## config.mk

```make
export PLATFORM = sky130hd
export DESIGN_NAME = usr_seq
export DESIGN_NICKNAME = d
export VERILOG_FILES = /design/src/rtl/usr_seq.sv
export SDC_FILE = /design/constraint.sdc
export NUM_CORES = 1
export LEC_CHECK = 0
export ABC_CLOCK_PERIOD_IN_PS = 1600
export BUFFER_PORTS_ARGS = -buffer_cell sky130_fd_sc_hd__clkbuf_2
export CAP_MARGIN = 20
export CORE_AREA = 2 2 52 54
export CTS_CLUSTER_DIAMETER = 50
export DETAILED_ROUTE_END_ITERATION = 10
export DIE_AREA = 0 0 54 56
export GPL_TIMING_DRIVEN = 0
export PLACE_DENSITY = 0.74
export SLEW_MARGIN = 10
export SYNTH_ARGS = -nofsm -noshare
export SYNTH_HDL_FRONTEND = slang
export SYNTH_SLANG_ARGS = --single-unit
```

## constraint.sdc

```tcl
create_clock -name clk -period 1.6 [get_ports clk]
set_input_delay 0 -clock clk [delete_from_list [all_inputs] [get_ports clk]]
set_output_delay 0 -clock clk [all_outputs]
set_load 0.05 [all_outputs]
```

## src/rtl/usr_seq.sv

```systemverilog
// usr_seq: command sequencer that drives a universal shift register over a valid/ready handshake.
// Registered select/serial/parallel outputs; rotate serial bits come straight from q feedback.
module usr_seq #(
  parameter int WIDTH = 4,
  parameter int CNT_W = 3
) (
  input  logic             clk,
  input  logic             rst_n,
  input  logic             cmd_valid,
  output logic             cmd_ready,
  input  logic [2:0]       cmd_op,
  input  logic [CNT_W-1:0] cmd_cnt,
  input  logic [WIDTH-1:0] cmd_data,
  input  logic             abort,
  input  logic [WIDTH-1:0] q_in,
  output logic [1:0]       select,
  output logic             s_left,
  output logic             s_right,
  output logic [WIDTH-1:0] par_out,
  output logic             busy,
  output logic             done,
  output logic             aborted,
  output logic             err
);
  typedef enum logic [1:0] {IDLE, RUN, DONE} state_t;
  localparam logic [2:0] OP_LOAD = 3'd1, OP_SHR = 3'd2, OP_SHL = 3'd3, OP_ROR = 3'd4, OP_ROL = 3'd5;
  state_t state, state_n;
  logic [2:0] op, op_n;
  logic [CNT_W-1:0] cnt, cnt_n, cnt_eff;
  logic [WIDTH-1:0] sh_buf, sh_buf_n, par_n;
  logic [1:0] sel_n;
  logic sl, sl_n, sr, sr_n, done_n, ab_n, err_n, ready_n, busy_n, shift_op;
  assign cnt_eff  = (cmd_cnt > CNT_W'(WIDTH)) ? CNT_W'(WIDTH) : cmd_cnt;
  assign shift_op = (cmd_op >= OP_SHR) && (cmd_op <= OP_ROL);
  // rotates feed the bit falling off the far end straight back in
  assign s_right = (state == RUN && op == OP_ROR) ? q_in[0] : sr;
  assign s_left  = (state == RUN && op == OP_ROL) ? q_in[WIDTH-1] : sl;
  always_comb begin
    state_n  = state;
    op_n     = op;
    cnt_n    = cnt;
    sh_buf_n = sh_buf;
    par_n    = par_out;
    sel_n    = 2'b00;
    sl_n     = 1'b0;
    sr_n     = 1'b0;
    done_n   = 1'b0;
    ab_n     = 1'b0;
    err_n    = 1'b0;
    case (state)
      IDLE: if (cmd_valid && cmd_ready) begin
        op_n     = cmd_op;
        sh_buf_n = cmd_data >> 1;
        if (cmd_op == OP_LOAD) begin
          state_n = RUN;
          sel_n   = 2'b11;
          par_n   = cmd_data;
          cnt_n   = '0;
        end else if (shift_op && cnt_eff != '0) begin
          state_n = RUN;
          cnt_n   = cnt_eff - CNT_W'(1);
          sel_n   = (cmd_op == OP_SHR || cmd_op == OP_ROR) ? 2'b01 : 2'b10;
          sr_n    = (cmd_op == OP_SHR) & cmd_data[0];
          sl_n    = (cmd_op == OP_SHL) & cmd_data[0];
        end else begin
          state_n = DONE;
          done_n  = 1'b1;
          err_n   = cmd_op[2] & cmd_op[1];
        end
      end
      RUN: if (abort || cnt == '0) begin
        state_n = DONE;
        done_n  = 1'b1;
        ab_n    = abort;
      end else begin
        cnt_n    = cnt - CNT_W'(1);
        sel_n    = select;
        sh_buf_n = sh_buf >> 1;
        sr_n     = (op == OP_SHR) & sh_buf[0];
        sl_n     = (op == OP_SHL) & sh_buf[0];
      end
      default: state_n = IDLE;
    endcase
    ready_n = (state_n == IDLE);
    busy_n  = (state_n != IDLE);
  end
  always_ff @(posedge clk or negedge rst_n) begin
    if (!rst_n) begin
      state     <= IDLE;
      op        <= '0;
      cnt       <= '0;
      sh_buf    <= '0;
      par_out   <= '0;
      select    <= 2'b00;
      sl        <= 1'b0;
      sr        <= 1'b0;
      done      <= 1'b0;
      aborted   <= 1'b0;
      err       <= 1'b0;
      cmd_ready <= 1'b0;
      busy      <= 1'b0;
    end else begin
      state     <= state_n;
      op        <= op_n;
      cnt       <= cnt_n;
      sh_buf    <= sh_buf_n;
      par_out   <= par_n;
      select    <= sel_n;
      sl        <= sl_n;
      sr        <= sr_n;
      done      <= done_n;
      aborted   <= ab_n;
      err       <= err_n;
      cmd_ready <= ready_n;
      busy      <= busy_n;
    end
  end
endmodule

```

# Word level (Yosys, flattened, before mapping)
# Cells that the tools add are included.
# Widths: inputs -> output; s select.
# classes
reduce_logical	17
add_sub_neg	2
bitwise_logic	5
magnitude_cmp	3
muxes	43
eq_ne	13
# ops
cell	n
$mux 1	20
$mux 2	9
$mux 3	5
$eq 3x2->1 const B	4
$eq 3x3->1 const B	3
$mux 4	2
$pmux 2 s2	2
$pmux 4 s2	1
$pmux 1 s2	3
$pmux 3 s2	1
$reduce_and 3->1	2
$sub 3x1->3 const B	2
$and 1x1->1	5
$logic_and 1x1->1	5
$logic_not 2->1	2
$ne 2x2->1 const B	2
$reduce_and 4->1	1
$reduce_bool 2->1	2
$eq 3x1->1 const B	1
$ge 3x2->1 const B	1
$gt 3x3->1 const B	1
$le 3x3->1 const B	1
$logic_not 3->1	1
$ne 3x3->1 const B	1
5 further kinds	6
# totals
register_bits	25
out_inout_bits	13
in_bits	18
word_cells	96

# Depth between registers and ports, before layout
# Gate-level depths: netlist of the first run.
# logic_depth
depth_word	9
ltp_mapped	8
ltp_nobuf	8

# Worst setup path after synthesis of the first run
# No wires, ideal clock.
# synth_timing
path_type	register to register
start	register cmd_ready
end	register sl
stages_incl_launch_ff	5
setup_slack_ps	96
synth_period_minus_slack_ps	1504
arrival_time_ps	1426
cell_sequence	dfrtp_1 and4bb_2 nand4_1 nor4b_1 o21bai_1
# synth_between
elab_chain_cells	3
# synth_rtl
item	line_no	text
start: declaration	10	output logic cmd_ready,
start signal: assignment	114	cmd_ready <= ready_n;
$logic_and 1x1->1	51	IDLE: if (cmd_valid && cmd_ready) begin
$mux 1	51	
$pmux 1 s2	50	case (state)
via sl_n	32	logic sl, sl_n, sr, sr_n, done_n, ab_n, err_n, ready_n, busy_n, shift_op;
end signal: assignment	109	sl <= sl_n;
end: declaration	32	
# The timed path passes the listed nets, and every way through them passes these cells.
# A chain may end at the register's enable or synchronous reset.

# Worst setup path after layout of the first run
# layout_timing
start	register state[1]
end	output s_right
# layout_between
elab_chain_cells	3
# layout_rtl
item	line_no	text
start: declaration	27	state_t state, state_n;
start signal: assignment	103	state <= state_n;
$eq 2x1->1	36	assign s_right = (state == RUN && op == OP_ROR) ? q_in[0] : sr;
$logic_and 1x1->1	36	
$mux 1	36	
end: declaration	18	output logic s_right,
# No other way between the ends.

==> impl_metrics.py, run 1 <==
metrics = {
    "setup_path": {
        "required_ns": 1.60,
        "cp.arrival_ns": 1.66,
        "endpoint_kind": "primary output",
        "r2r_start": "state[1]$_DFF_PN0_",
        "critPathKind": "flop to primary output",
        "rr_worst_depth": 5,
        "cp-start-kind": "flop",
        "timing.rr.end": "sl$_DFF_PN0_",
        "cp_max_fo": 3,
        "ff2ff_setup_slack_ns": 0.09,
    },
    "floorplan": {
        "die_y_um": 56,
        "initial_utilization": 0.4897,
        "core_um2": 2432,
        "pin_count": 31,
        "rows": 18,
        "die_w_um": 54,
        "die-area_um2": 3024,
    },
    "synthesis": {
        "async_flop_share": 1.000,
        "ys_seq_area_frac": 0.5042,
        "yosysTopAreaCell": "dfrtp_1",
        "ys_ff_latch": 24,
        "yosysUniqueCellTypes": 36,
        "yosysWarnings": 0,
        "synthMostInstantiatedCell": "dfrtp_1",
        "synth_edf_count": 0,
        "synth_top_area_share": 0.5042,
        "syn_area_um2": 1191,
        "synthesis.nets": 133,
        "synthTopCellsByArea": "dfrtp_1 50%, mux2_2 5.7%, ha_1 5.3%",
        "synth.top_cells.by_count": "24 x dfrtp_1, 16 x nand2_1, 7 x nor2_1, 7 x o21ai_0",
        "synth_cells": 110,
        "synth_area_per_cell_um2": 10.83,
        "synthFlopType": "dfrtp_1",
    },
    "detailed_routing": {
        "dr.pass1.iters": 4,
        "drt_iter0_drc": 12,
        "vias": 959,
        "drc": 0,
        "drt_wl_total_um": 2632,
        "vias_per_cell": 5.212,
        "ant_nets": 0,
        "wire_per_inst_um": 14.30,
    },
    "timing": {
        "setup_viol": 2,
        "setup_slack_ns": -0.05566,
        "fmax_ghz": 0.6040,
        "slew_violations": 0,
        "fin_crit_ns": 1.656,
        "max-slew-margin-rel": 0.6033,
        "finalCritPeriodShare": 1.035,
        "final.setup_skew_ns": 0.01477,
        "tightest_slew_ns": 0.5951,
        "grt_setup_unrepaired": "true",
        "final_hold_viol_count": 0,
        "finalHoldWorstSlack_ns": 0.04314,
    },
    "power_and_ir_drop": {
        "clock_power_share": 0.159,
        "power.net_switching_mw": 1.161,
        "total_power_mw": 2.732,
        "p_int_mw": 1.572,
        "p_sw_frac": 0.4248,
        "leakage_nw": 0.7827,
        "vdd.ir_drop.worst_uv": 1124,
        "power.density_nw_per_um2": 1689,
        "p_comb_frac": 0.477,
        "p_seq_frac": 0.363,
    },
    "cts": {
        "worstSkewPairLatency_ns": 0.32,
        "clockBufferDepth": 2,
        "numCtsBuffers": 3,
        "cts_tree": "yes",
        "clock_sink_count": 24,
        "htreeDepth": 1,
        "cts-root-buf": "clkbuf_4",
        "clk_pin_slew_ns": 0.14,
    },
    "flow_run": {
        "maxCapViolations": 0,
    },
    "global_routing": {
        "overflow": 0,
        "grt_pass1_wl_um": 4229,
        "grt_max_degree": 25,
        "first_global_vias": 982,
        "grt_usage": 0.1872,
        "antenna_found_initial": 0,
    },
    "layout": {
        "multiInputGateArea_um2": 601.8,
        "seq_area_um2": 601.8,
        "area_growth_pct": 35.82,
        "final_cells": 184,
        "nNetsFinal": 178,
        "finalCoreUtilization": 0.6651,
        "insertedDiodeCount": 0,
        "drive_above_1_share": 0.4091,
        "fillers": 190,
        "final_cell_area_um2": 1618,
    },
    "placement": {
        "numPlacedInstances": 167,
        "portBuffers": 27,
        "placed_cell_area_um2": 1364,
        "routabilityCongestion": 0.7722,
        "dp_hpwl_um": 1828,
    },
    "min_path": {
        "hold_end": "err$_DFF_PN0_",
        "hp-class": "input port to flop",
        "hold_start": "cmd_op[1]",
        "hold_depth": 3,
    },
    "outcome": {
        "violations": "negative setup slack",
        "status": "finished with violations",
    },
}
## per-layer routing
layer,vias up,track usage,wire [um]
met2,15,0.3328,1438
li1,474,-,-
met1,466,0.2222,1089
met4,0,0.05357,29
met5,-,0,0
met3,4,0.03226,73
## cell usage in the layout (no fill, tap or decap), drive strengths merged
cell type,instances
a211oi,2
a22o,1
a31oi,1
and2,2
and2b,1
and3,1
and4bb,1
buf,12
bufinv,1
clkbuf,28
dfrtp,24
dlygate4sd3,7
ha,5
inv,6
mux2,6
mux2i,2
nand2,18
nand2b,1
nand3,1
nand4,1
nand4b,2
nor2,7
nor2b,1
nor3,3
nor3b,1
nor4b,2
o21ai,8
o21bai,1
o22ai,2
o32ai,3
or3b,1
xnor2,1
xor2,1
## area by class of cell
cell class | count | area share
Inverter | 6 | 0.01392
Timing Repair Buffer | 40 | 0.1671
Tap cell | 30 | 0.02320
Sequential cell | 24 | 0.3720
Clock buffer | 3 | 0.01392
Multi-Input combinational cell | 76 | 0.3720
Buffer | 4 | 0.01933
Clock inverter | 1 | 0.01856
## stage by stage
step / setup WS, ns / TNS (ns)
3_5_place_dp: -0.06542 / -0.1567
4_1_cts: -0.03479 / -0.05491
2_1_floorplan: 0.09562 / 0
6_report: -0.05566 / -0.05819
3_3_place_gp: -0.04241 / -0.09459
5_1_grt: -0.1004 / -0.1673
## worst max-delay path by stage
stage / end / start / slack (ns) / cells after the start
CTS: s_right / state[1]$_DFF_PN0_ / -0.03 / 4
detailed placement: s_right / state[1]$_DFF_PN0_ / -0.07 / 4
finish: s_right / state[1]$_DFF_PN0_ / -0.06 / 4
global route: s_right / state[1]$_DFF_PN0_ / -0.10 / 4
floorplan: sl$_DFF_PN0_ / cmd_ready$_DFF_PN0_ / 0.1 / 4
global placement: s_right / state[1]$_DFF_PN0_ / -0.04 / 4
## logic make-up after synthesis
family / Yosys count / share of synthesized area
XOR/XNOR: 2 / 0.01471
flip-flops: 24 / 0.5042
AO/OA/AOI/OAI: 18 / 0.1051
buffers and inverters: 10 / 0.04516
adder cells (fa/ha/maj): 5 / 0.05252
AND/OR/NAND/NOR: 43 / 0.2049
multiplexers: 8 / 0.07353
## critical path, cell delays in order, from the launching register on
cell and delay [ns]:
dfrtp_1 0.43, nand2b_4 0.16, nor4b_4 0.26, mux2_4 0.34, buf_8 0.15
## repair_timing
| action | CTS | global route |
|---|---|---|
| setup buffers | 3 | 3 |
| pin swaps | 2 | 3 |
| hold buffers | 7 | 0 |
| endpoints found under the setup margin | 6 | 8 |
| gates cloned | 0 | 0 |
| hold endpoints to repair | 34 | 0 |
| gates resized for setup | 14 | 8 |
## power groups by stage
stage | logic, mW | clock network (mW) | registers [mW]
after floorplan | 0.525 | 0 | 1.30
after global placement | 1.09 | 0 | 0.960
after detailed placement | 1.13 | 0 | 0.977
after CTS | 1.24 | 0.445 | 0.979
after global routing | 1.41 | 0.472 | 1.02
final | 1.30 | 0.436 | 0.993
## sequential cells by signal (all words and copies together) (netlist names)
name / cells
busy: 1
par_out: 4
done: 1
err: 1
cmd_ready: 1
state: 2
sr: 1
aborted: 1
op: 3
sl: 1
sh_buf: 3
select: 2
cnt: 3
Power figures use the tool's default switching activity.
==> inputs of run 2 (changes only) <==
--- a/config.mk
+++ b/config.mk
@@ -13,7 +13,7 @@
 export DETAILED_ROUTE_END_ITERATION = 10
 export DIE_AREA = 0 0 54 56
 export GPL_TIMING_DRIVEN = 0
-export PLACE_DENSITY = 0.74
+export PLACE_DENSITY_LB_ADDON = 0.05
 export SLEW_MARGIN = 10
 export SYNTH_ARGS = -nofsm -noshare
 export SYNTH_HDL_FRONTEND = slang
==> run 2 against run 1 <==
The flow still finishes with violations (negative setup slack). Via count increased by 6.6%. Sequential share of layout area down 0.84 points. Global-route usage is 0.20 points higher. Setup slack gained 0.042 ns. Sequential cell count unchanged. Critical path depth unchanged. Utilization increased by 1.4 points. Maximum frequency up 2.6%. Routed wire length is 1.9% higher.
==> impl_metrics.py, run 2 (synthesis results as in run 1) <==
metrics = {
    "placement": {
        "placed_cell_area_um2": 1364,
        "pre_cts_slack_ns": -0.09656,
        "portBuffers": 27,
        "numPlacedInstances": 167,
        "dp_hpwl_um": 1853,
        "routabilityCongestion": 0.7346,
    },
    "min_path": {
        "hold_start": "cmd_op[2]",
        "hold_end": "op[2]$_DFFE_PN0P_",
        "hold_depth": 4,
        "hp-class": "input port to flop",
    },
    "setup_path": {
        "cp-start-kind": "flop",
        "r2r_start": "cnt[0]$_DFFE_PN0P_",
        "timing.rr.end": "sl$_DFF_PN0_",
        "required_ns": 1.60,
        "cpMaxStageDelayCell": "dfrtp_1",
        "critPathKind": "flop to primary output",
        "crit_path_max_incr_delay_ns": 0.42,
        "cp.arrival_ns": 1.61,
        "cp_max_fo": 3,
        "path_cells": "nand2b_4 -> nor4b_4 -> mux2_4 -> clkbuf_16",
        "rr_worst_depth": 6,
        "endpoint_kind": "primary output",
        "ff2ff_setup_slack_ns": 0.02,
    },
    "layout": {
        "regMostFlops": "par_out",
        "final_cell_area_um2": 1652,
        "drive_above_1_share": 0.4214,
        "nNetsFinal": 184,
        "fillers": 198,
        "seq_area_um2": 600.6,
        "final_cell_mix": "25 x clkbuf_2, 24 x dfrtp_1, 15 x nand2_1, 14 x buf_4",
        "final_cells": 189,
        "largest_reg_flops": 4,
        "multiInputGateArea_um2": 611.8,
        "insertedDiodeCount": 0,
        "area_growth_pct": 38.66,
        "finalCoreUtilization": 0.6790,
        "final_common_cell": "clkbuf_2",
    },
    "global_routing": {
        "grtUsageMet2": 0.3449,
        "met3_usage": 0.02419,
        "grt_usage": 0.1892,
        "top_usage_layer": "met2",
        "antenna_found_initial": 0,
        "overflow": 0,
        "grt_util_met1": 0.2220,
        "grt_pass1_wl_um": 4202,
        "grt_max_degree": 25,
        "first_global_vias": 976,
    },
    "cts": {
        "clockBufferDepth": 2,
        "clk_pin_slew_ns": 0.14,
        "worstSkewPairLatency_ns": 0.31,
        "cts-root-buf": "clkbuf_4",
        "cts_tree": "yes",
        "clock_sink_count": 24,
        "htreeDepth": 1,
        "numCtsBuffers": 3,
    },
    "floorplan": {
        "die_y_um": 56,
        "rows": 18,
        "initial_utilization": 0.4897,
        "die-area_um2": 3024,
        "core_um2": 2432,
        "pin_count": 31,
        "die_w_um": 54,
    },
    "timing": {
        "tightest_slew_ns": 0.6011,
        "final_hold_viol_count": 0,
        "fin_tns_setup_ns": -0.01413,
        "slew_violations": 0,
        "setup_viol": 1,
        "max-slew-margin-rel": 0.5993,
        "fmax_ghz": 0.6195,
        "setup_slack_ns": -0.01413,
        "grt_setup_unrepaired": "true",
        "finalCritPeriodShare": 1.009,
        "final.setup_skew_ns": 0.01209,
        "fin_crit_ns": 1.614,
    },
    "power_and_ir_drop": {
        "leakage_nw": 0.8036,
        "vdd.ir_drop.worst_uv": 1014,
        "power.density_nw_per_um2": 1602,
    },
    "outcome": {
        "status": "finished with violations",
        "violations": "negative setup slack",
    },
    "detailed_routing": {
        "vias": 1022,
        "wire_per_inst_um": 14.19,
        "drt_wl_total_um": 2681,
        "ant_nets": 0,
        "dr.pass1.iters": 4,
        "vias_per_cell": 5.407,
        "drt_iter0_drc": 20,
        "drc": 0,
    },
    "flow_run": {
        "maxCapViolations": 0,
    },
}
-- run 2: report_power, final --
part / switching, mW / internal, mW / leakage, nW
logic: 0.846 / 0.550 / 0.488
clock network: 0.179 / 0.0880 / 0.0138
registers: 0.148 / 0.835 / 0.301
total: 1.17 / 1.47 / 0.804
-- run 2: cell type report --
cell class | instances | share of cell area
multi-input combinational | 76 | 0.3705
sequential | 24 | 0.3636
timing repair buffer | 46 | 0.1970
tap | 30 | 0.02273
buffer | 4 | 0.01894
clock buffer | 3 | 0.01364
inverter | 6 | 0.01364
-- run 2: worst max-delay path by stage --
stage                                   start            to  slack (ns)  cells after the start
after floorplan           cmd_ready$_DFF_PN0_  sl$_DFF_PN0_         0.1                      4
after global placement     state[1]$_DFF_PN0_       s_right       -0.05                      4
after detailed placement   cnt[0]$_DFFE_PN0P_  sl$_DFF_PN0_        -0.1                      6
after CTS                  state[1]$_DFF_PN0_       s_right       -0.01                      4
after global routing       cnt[0]$_DFFE_PN0P_  sl$_DFF_PN0_       -0.07                      6
final                      state[1]$_DFF_PN0_       s_right       -0.01                      4
-- run 2: what timing repair did --
item / 4_1_cts / 5_1_grt
endpoints found under the setup margin: 8 / 8
gates resized for setup: 15 / 7
setup buffers: 3 / 9
hold buffers: 7 / 0
pin swaps: 2 / 5
hold endpoints to repair: 32 / 0
-- run 2: per-layer routing --
layer	share of wire	vias to the layer above
li1	-	486
met1	0.41	503
met2	0.54	27
met3	0.035	6
met4	0.015	0
met5	0	-
-- run 2: worst max-delay path, delay by kind of cell, from the launching register on --
family / cells / cell delay [ns]
mux: 1 / 0.34
buf+inv: 1 / 0.17
simple gates: 2 / 0.38
flops: 1 / 0.42
-- run 2: through the flow --
step	hold WS (ns)	total power [mW]
finish	0.02482	2.646
global route	0.04026	2.823
CTS	0.03206	2.488
detailed placement	0.03508	2.104
global placement	0.02720	2.058
floorplan	-0.2956	1.821
